[src/rtl/lake_cfg_loader_pkg.sv]
// Shared constants for the lakespec configuration loader: widths, word count,
// the address map and the STATUS register bit layout.
package lake_cfg_pkg;

    localparam int CFG_WIDTH     = 550;
    localparam int BUS_WIDTH     = 32;
    localparam int ADDR_WIDTH    = 32;
    localparam int NUM_WORDS     = (CFG_WIDTH + BUS_WIDTH - 1) / BUS_WIDTH;
    localparam int TOP_WORD_BITS = CFG_WIDTH - (NUM_WORDS - 1) * BUS_WIDTH;
    localparam int WIDX_W        = $clog2(NUM_WORDS);

    localparam int CFG_ADDR_COMMIT = 18;
    localparam int CFG_ADDR_STATUS = 19;

    localparam int STAT_PENDING = 0;
    localparam int STAT_ERR     = 1;
    localparam int STAT_VALID   = 2;

    // The top shadow word only carries the leftover bits of the vector.
    localparam logic [BUS_WIDTH-1:0] TOP_WORD_MASK =
        {{(BUS_WIDTH - TOP_WORD_BITS){1'b0}}, {TOP_WORD_BITS{1'b1}}};

endpackage

[src/rtl/lake_cfg_loader_if.sv]
// Word-addressed config bus between the tile configuration initiator (master)
// and the loader (slave).
interface lake_cfg_if;
    import lake_cfg_pkg::*;

    logic [ADDR_WIDTH-1:0] config_config_addr;
    logic [BUS_WIDTH-1:0]  config_config_data;
    logic                  config_write;
    logic                  config_read;
    logic [BUS_WIDTH-1:0]  config_rd_data;
    logic                  config_rd_valid;

    modport master (
        output config_config_addr, config_config_data, config_write, config_read,
        input  config_rd_data, config_rd_valid
    );

    modport slave (
        input  config_config_addr, config_config_data, config_write, config_read,
        output config_rd_data, config_rd_valid
    );

endinterface

[src/rtl/lake_cfg_loader.sv]
// Double-buffered configuration loader: bus writes fill a shadow copy, and a
// commit (deferred while stalled) loads the active vector driving lakespec.
module lake_cfg_loader
    import lake_cfg_pkg::*;
(
    input  logic                 clk,
    input  logic                 rst,
    input  logic                 stall,
    lake_cfg_if.slave            cfg_bus,
    output logic [CFG_WIDTH-1:0] config_memory_size_550,
    output logic                 cfg_valid,
    output logic                 cfg_update,
    output logic                 cfg_err
);

    logic [BUS_WIDTH-1:0]  shadow_reg [NUM_WORDS];
    logic [CFG_WIDTH-1:0]  shadow_flat;
    logic [CFG_WIDTH-1:0]  active_reg;
    logic [BUS_WIDTH-1:0]  rd_data_reg;
    logic                  rd_valid_reg;
    logic                  pending_reg;
    logic                  valid_reg;
    logic                  update_reg;
    logic                  err_reg;

    logic [ADDR_WIDTH-1:0] addr;
    logic [WIDX_W-1:0]     widx;
    logic                  is_word;
    logic                  is_commit;
    logic                  is_status;
    logic                  is_oor;
    logic                  do_copy;
    logic [BUS_WIDTH-1:0]  wr_word;
    logic [BUS_WIDTH-1:0]  rd_mux;
    logic [BUS_WIDTH-1:0]  status_word;

    genvar gi;
    generate
        for (gi = 0; gi < NUM_WORDS - 1; gi++) begin : g_flat
            assign shadow_flat[gi*BUS_WIDTH +: BUS_WIDTH] = shadow_reg[gi];
        end
    endgenerate
    assign shadow_flat[CFG_WIDTH-1 -: TOP_WORD_BITS] =
        shadow_reg[NUM_WORDS-1][TOP_WORD_BITS-1:0];

    assign addr      = cfg_bus.config_config_addr;
    assign widx      = addr[WIDX_W-1:0];
    assign is_word   = addr < ADDR_WIDTH'(NUM_WORDS);
    assign is_commit = addr == ADDR_WIDTH'(CFG_ADDR_COMMIT);
    assign is_status = addr == ADDR_WIDTH'(CFG_ADDR_STATUS);
    assign is_oor    = addr > ADDR_WIDTH'(CFG_ADDR_STATUS);
    assign do_copy   = pending_reg && !stall;

    always_comb begin
        status_word               = '0;
        status_word[STAT_PENDING] = pending_reg;
        status_word[STAT_ERR]     = err_reg;
        status_word[STAT_VALID]   = valid_reg;

        wr_word = cfg_bus.config_config_data;
        if (widx == WIDX_W'(NUM_WORDS - 1))
            wr_word = cfg_bus.config_config_data & TOP_WORD_MASK;

        rd_mux = '0;
        if (is_word)
            rd_mux = shadow_reg[widx];
        else if (is_status)
            rd_mux = status_word;
    end

    always_ff @(posedge clk) begin
        if (rst) begin
            for (int i = 0; i < NUM_WORDS; i++)
                shadow_reg[i] <= '0;
            active_reg   <= '0;
            rd_data_reg  <= '0;
            rd_valid_reg <= 1'b0;
            pending_reg  <= 1'b0;
            valid_reg    <= 1'b0;
            update_reg   <= 1'b0;
            err_reg      <= 1'b0;
        end else begin
            rd_valid_reg <= cfg_bus.config_read;
            if (cfg_bus.config_read)
                rd_data_reg <= rd_mux;

            if (cfg_bus.config_write && is_word)
                shadow_reg[widx] <= wr_word;

            // Copy uses the pre-edge shadow; a COMMIT on the copy edge re-arms.
            update_reg <= do_copy;
            if (do_copy) begin
                active_reg <= shadow_flat;
                valid_reg  <= 1'b1;
            end
            if (cfg_bus.config_write && is_commit)
                pending_reg <= 1'b1;
            else if (do_copy)
                pending_reg <= 1'b0;

            if ((cfg_bus.config_write || cfg_bus.config_read) && is_oor)
                err_reg <= 1'b1;
            else if (cfg_bus.config_write && is_status
                     && cfg_bus.config_config_data[STAT_ERR])
                err_reg <= 1'b0;
        end
    end

    assign cfg_bus.config_rd_data  = rd_data_reg;
    assign cfg_bus.config_rd_valid = rd_valid_reg;
    assign config_memory_size_550  = active_reg;
    assign cfg_valid               = valid_reg;
    assign cfg_update              = update_reg;
    assign cfg_err                 = err_reg;

endmodule

[src/flat_wrapper.sv]
// flat-port wrapper written by rule: the top's interface ports become plain ports
module lake_cfg_loader_flat import lake_cfg_pkg::*;
  (clk, rst, stall, config_memory_size_550, cfg_valid, cfg_update, cfg_err, cfg_bus_config_config_addr, cfg_bus_config_config_data, cfg_bus_config_write, cfg_bus_config_read, cfg_bus_config_rd_data, cfg_bus_config_rd_valid);
  lake_cfg_if cfg_bus_i ();
  input  logic clk;
  input  logic rst;
  input  logic stall;
  output logic [CFG_WIDTH-1:0] config_memory_size_550;
  output logic cfg_valid;
  output logic cfg_update;
  output logic cfg_err;
  input wire logic [$bits(cfg_bus_i.config_config_addr)-1:0] cfg_bus_config_config_addr;
  input wire logic [$bits(cfg_bus_i.config_config_data)-1:0] cfg_bus_config_config_data;
  input wire logic [$bits(cfg_bus_i.config_write)-1:0] cfg_bus_config_write;
  input wire logic [$bits(cfg_bus_i.config_read)-1:0] cfg_bus_config_read;
  output wire logic [$bits(cfg_bus_i.config_rd_data)-1:0] cfg_bus_config_rd_data;
  output wire logic [$bits(cfg_bus_i.config_rd_valid)-1:0] cfg_bus_config_rd_valid;
  assign cfg_bus_i.config_config_addr = cfg_bus_config_config_addr;
  assign cfg_bus_i.config_config_data = cfg_bus_config_config_data;
  assign cfg_bus_i.config_write = cfg_bus_config_write;
  assign cfg_bus_i.config_read = cfg_bus_config_read;
  assign cfg_bus_config_rd_data = cfg_bus_i.config_rd_data;
  assign cfg_bus_config_rd_valid = cfg_bus_i.config_rd_valid;
  lake_cfg_loader u_core (.clk(clk), .rst(rst), .stall(stall), .cfg_bus(cfg_bus_i), .config_memory_size_550(config_memory_size_550), .cfg_valid(cfg_valid), .cfg_update(cfg_update), .cfg_err(cfg_err));
endmodule
[config.mk]
export PLATFORM = sky130hd
export DESIGN_NAME = lake_cfg_loader_flat
export DESIGN_NICKNAME = d
export VERILOG_FILES = /design/src/rtl/lake_cfg_loader_pkg.sv /design/src/rtl/lake_cfg_loader_if.sv /design/src/rtl/lake_cfg_loader.sv /design/src/flat_wrapper.sv
export SDC_FILE = /design/constraint.sdc
export NUM_CORES = 2
export LEC_CHECK = 0
export BUFFER_PORTS_ARGS = -buffer_cell sky130_fd_sc_hd__buf_2
export CAP_MARGIN = 15
export CORE_AREA = 2 2 350 352
export CTS_CLUSTER_SIZE = 8
export DETAILED_ROUTE_END_ITERATION = 16
export DIE_AREA = 0 0 352 354
export MAX_ROUTING_LAYER = met4
export PLACE_DENSITY = 0.69
export SLEW_MARGIN = 5
export SYNTH_ARGS = -nofsm -noshare
export SYNTH_HDL_FRONTEND = slang
export SYNTH_SLANG_ARGS = --single-unit
[constraint.sdc]
create_clock -name clk -period 4.6 [get_ports clk]
set_clock_uncertainty 0.05 [all_clocks]
set_input_delay 0.46 -clock clk [delete_from_list [all_inputs] [get_ports clk]]
set_output_delay 0.46 -clock clk [all_outputs]
set_load 0.005 [all_outputs]
==> results.md <==
Synth:
- The most used flip-flop cell after synthesis is sky130_fd_sc_hd__edfxtp_1.
- The number of warnings issued by yosys is 0.
- By count the netlist is led by sky130_fd_sc_hd__nand2_1, sky130_fd_sc_hd__edfxtp_1, sky130_fd_sc_hd__dfxtp_1, sky130_fd_sc_hd__a21oi_1, sky130_fd_sc_hd__and3_1.
- The flop and latch count out of synthesis is 1211.
- The proportion of netlist area held by the largest area contributor is 0.390.
- The synthesized netlist contains just under 60 unique library cells.
- A synthesized cell averages about 11 µm².
- The post-synth design cell area is 0.0480 mm².
- Of all cell types, the one taking the most synthesized area is sky130_fd_sc_hd__edfxtp_1.
- Counting every instance in the synthesized netlist gives between 4000 and 5000.
- By area the synthesized netlist is led by sky130_fd_sc_hd__edfxtp_1, sky130_fd_sc_hd__dfxtp_1, sky130_fd_sc_hd__nand2_1.
- In the synthesized netlist the async set-or-reset flop fraction comes to 0.
- The most frequent cell after synthesis is sky130_fd_sc_hd__nand2_1.
- Counting flops with a built-in enable in the synthesized netlist gives roughly 620.
- The sequential element share of the synthesized area is 0.635.

Pwr:
- In this run the static leakage power is 22.8 nW.
- The switching fraction of total power is 0.235.
- For this design the ratio of total power to cell area is 428 mW/mm².
- The portion of total power attributed to sequential cells is 0.480.
- The clock network fraction of total power is 0.477.
- Of the total power, combinational logic draws 0.044.
- The worst-case IR drop observed on VDD is ~0.41 mV.
- The design internal power is between 15 and 20 mW.
- The net switching power figure is 5.82 mW.

Worst setup path:
- The kind of cell with the highest combined delay on the critical path is simple AND/OR/NAND/NOR gates.
- The data arrival at the endpoint of the critical path is ~3.3 ns.
- Of all nets on the critical path, the largest fanout is 32.
- The most numerous cell type found on the critical path is sky130_fd_sc_hd__nor4_2.
- On the critical path, the stage with the largest delay is an instance of sky130_fd_sc_hd__nand2_2.
- The critical path capture point type is a register.
- The critical path startpoint category is an input port.
- The critical path data required time is around 4.9 ns.
- The largest single stage delay on the critical path is roughly 0.8 ns.
- The signal on the critical path passes through buf_2 > nor4_2 > nand4_2 > nor4_2 > nand3_1 > nand2_2.
- The total buffers and inverters traversed by the critical path is 1.
- The setup path with the least slack is of type in2reg.

Layout:
- The area used by multi-input combinational logic is ~0.016 mm².
- The net total in the final layout is roughly 5000.
- The layout has approximately 11000 filler cells.
- The number of flip-flops under the largest register name is 624.
- The area growth from synthesis to layout is 20.8%.
- Once layout is complete, the utilization of the core stands at 0.480.
- The share of post-route cells with drive strength above 1 is 0.222.
- Summing all flip-flop and latch instances after layout gives 0.0305 mm².

Floorplan:
- The floorplan has around 130 rows.
- The total die area is between 0.1 and 0.15 mm².
- In this run the count of I/O pins placed on the die edge is 655.
- The floorplan step set the die height to approximately 350 µm.
- The effective utilization at floorplan is 0.397.
- The floorplan step set the die width to between 300 and 400 µm.
- The total core area is approximately 0.12 mm².

Run:
- The tool flagged a number of max-cap violations equal to 0.

STA:
- The slew at the pin closest to its max-slew limit is 1.13 ns.
- The final number of hold-violating endpoints is 0.
- Timing would allow up to 336 MHz.
- The tightest slew margin relative to the limit is 0.249.
- The final sum of negative setup slack is 0 ns.
- Setup repair after global routing left no endpoint under its margin.
- The worst path in the final design needs a cycle of roughly 3.0 ns, including I/O delays and setup.
- The number of slew-limit violations in the final report is 0.
- The portion of the clock cycle consumed by the worst path in the final layout is 0.646.
- Setup violations remaining at the end of the flow were counted as 0.

Drt:
- The number of vias per cell after detailed routing is 5.64.
- Before antenna repair, the detailed router went through 6 iterations.
- The initial DRC count is approximately 5500.
- The detail route stage leaves a number of antenna-violating nets equal to 0.
- The total wirelength of the detailed-routed design is 186000 µm.
- The detailed router placed 37613 vias in this run.
- The number of remaining DRC errors is 0.
- Dividing the detail-routed wire length by the instance count gives around 28 µm.

Clocking:
- The clock net sink count is around 1200.
- The TritonCTS clock tree is yes.
- Once the clock tree was built, the resizer swapped 0 gates to a different size.
- The insertion delay to the later sink of the worst-skew pair is 0.80 ns.
- In this run, post-CTS hold repair placed 3 buffers.
- The tree is rooted in a sky130_fd_sc_hd__clkbuf_16.
- The number of buffers on the longest clock path is 3.
- The clock tree synthesis step divided the H-tree into 4 levels.
- The clock-pin slew on the worst setup and hold paths is approximately 0.050 ns.
- The post-CTS setup buffer count is 0.
- The TritonCTS buffer count is 170.

GRT:
- The total overflow left after global routing is 0.
- The first global-routing pass estimated ~260000 µm of wire.
- The number of global-route vias before repair is around 36000.
- The largest net degree at the start of global routing is 182.
- The total routing usage reported by global routing is 0.298.
- The initial antenna violation count is 26.

Place:
- Routability-driven placement finished with a final weighted congestion of approximately 0.94.
- The number of I/O port buffers is 654.
- The HPWL after detailed placement is 130000 µm.

Hold path:
- The type of the worst min-delay path is in2reg.

Run status:
- The run finished with clean final reports.
==> stage by stage <==
| stage | setup WS [ns] | cell area (µm²) | hold slack [ns] | power [mW] | std cells |
|---|---|---|---|---|---|
| global route | 1.43 | 58000 | 0.0388 | 25.3 | 6670 |
| finish | 1.63 | 58000 | 0.0486 | 24.8 | 6672 |
| global placement | 0.901 | 52900 | 0.390 | 13.1 | 6363 |
| floorplan | 1.18 | 48200 | 0.395 | 12.5 | 4382 |
| detailed placement | 0.868 | 52900 | 0.394 | 13.1 | 6363 |
| CTS | 1.67 | 57900 | 0.0156 | 24.9 | 6658 |
==> cells in the final DEF, fill, tap and decap left out, drive strengths merged, types with 2 or more instances in the layout <==
master and count:
nand2 1202, nor4 18, inv 20, buf 726, nand2b 4, diode 14
or4 3, nand3 26, mux4 144, a31oi 3, o311ai 3, or2 8
mux2i 52, o21ai 27, conb 48, a32oi 20, nor3 14, o221ai 3
edfxtp 624, a22o 6, clkbuf 278, nand4 10, a2bb2oi 2, dfxtp 587
o22ai 6, dlygate4sd3 3, or3 4, mux2 2, clkinv 8, a21oi 556
a31o 2, nor2 97, and2 161, a22oi 8, nor2b 3, a32o 2
and3 341, a221oi 2
==> worst register-to-register path, delay by kind of cell, from the launching register on <==
family	cells	cell delay, ns
buffers and inverters	2	0.78
AOI/OAI and AO/OA	1	0.17
and+or+nand+nor	2	1.04
DFF	1	0.39
==> logic make-up after synthesis <==
family,Yosys count,share of synthesized area
compound gates,647,0.0718
buf+inv,384,0.0322
flops,1211,0.635
mux,198,0.0789
other cells,1,0.0000781
simple gates,1894,0.182
==> final cells by class <==
cell class              count  area share
inverters                  14    0.000906
clock inverters            14     0.00492
well taps                1625      0.0351
flip-flops and latches   1211       0.526
repair buffers            729      0.0700
diodes                     14    0.000604
clock buffers             278      0.0814
multi-input cells        2787       0.281
==> layer usage <==
| layer | global-route usage | wire length, µm | vias up |
|---|---|---|---|
| met3 | 0.0829 | 21500 | 351 |
| met2 | 0.458 | 86300 | 2338 |
| met1 | 0.371 | 70000 | 18642 |
| met4 | 0.121 | 7770 | 0 |
| met5 | - | 0 | - |
| li1 | - | - | 16282 |
==> final timing paths <==
path / start / to / slack, ns / cells past startpoint
min reg2reg: config_memory_size_550[139] / config_memory_size_550[139] / 0.40 / 2
max: cfg_bus_config_config_addr[22] / u_core.shadow_reg[9][13] / 1.63 / 6
min: rst / config_memory_size_550[515] / 0.05 / 2
max reg2reg: u_core.pending_reg / config_memory_size_550[132] / 2.09 / 5
==> power groups by stage <==
stage / Clock (mW) / Sequential [mW] / Combinational, mW
floorplan: 0 / 11.9 / 0.592
global placement: 0 / 12.1 / 1.06
detailed placement: 0 / 12.1 / 1.06
CTS: 11.9 / 11.9 / 1.07
global route: 12.3 / 11.9 / 1.12
finish: 11.8 / 11.9 / 1.08
Note: power is estimated with default switching activity, not from simulation.
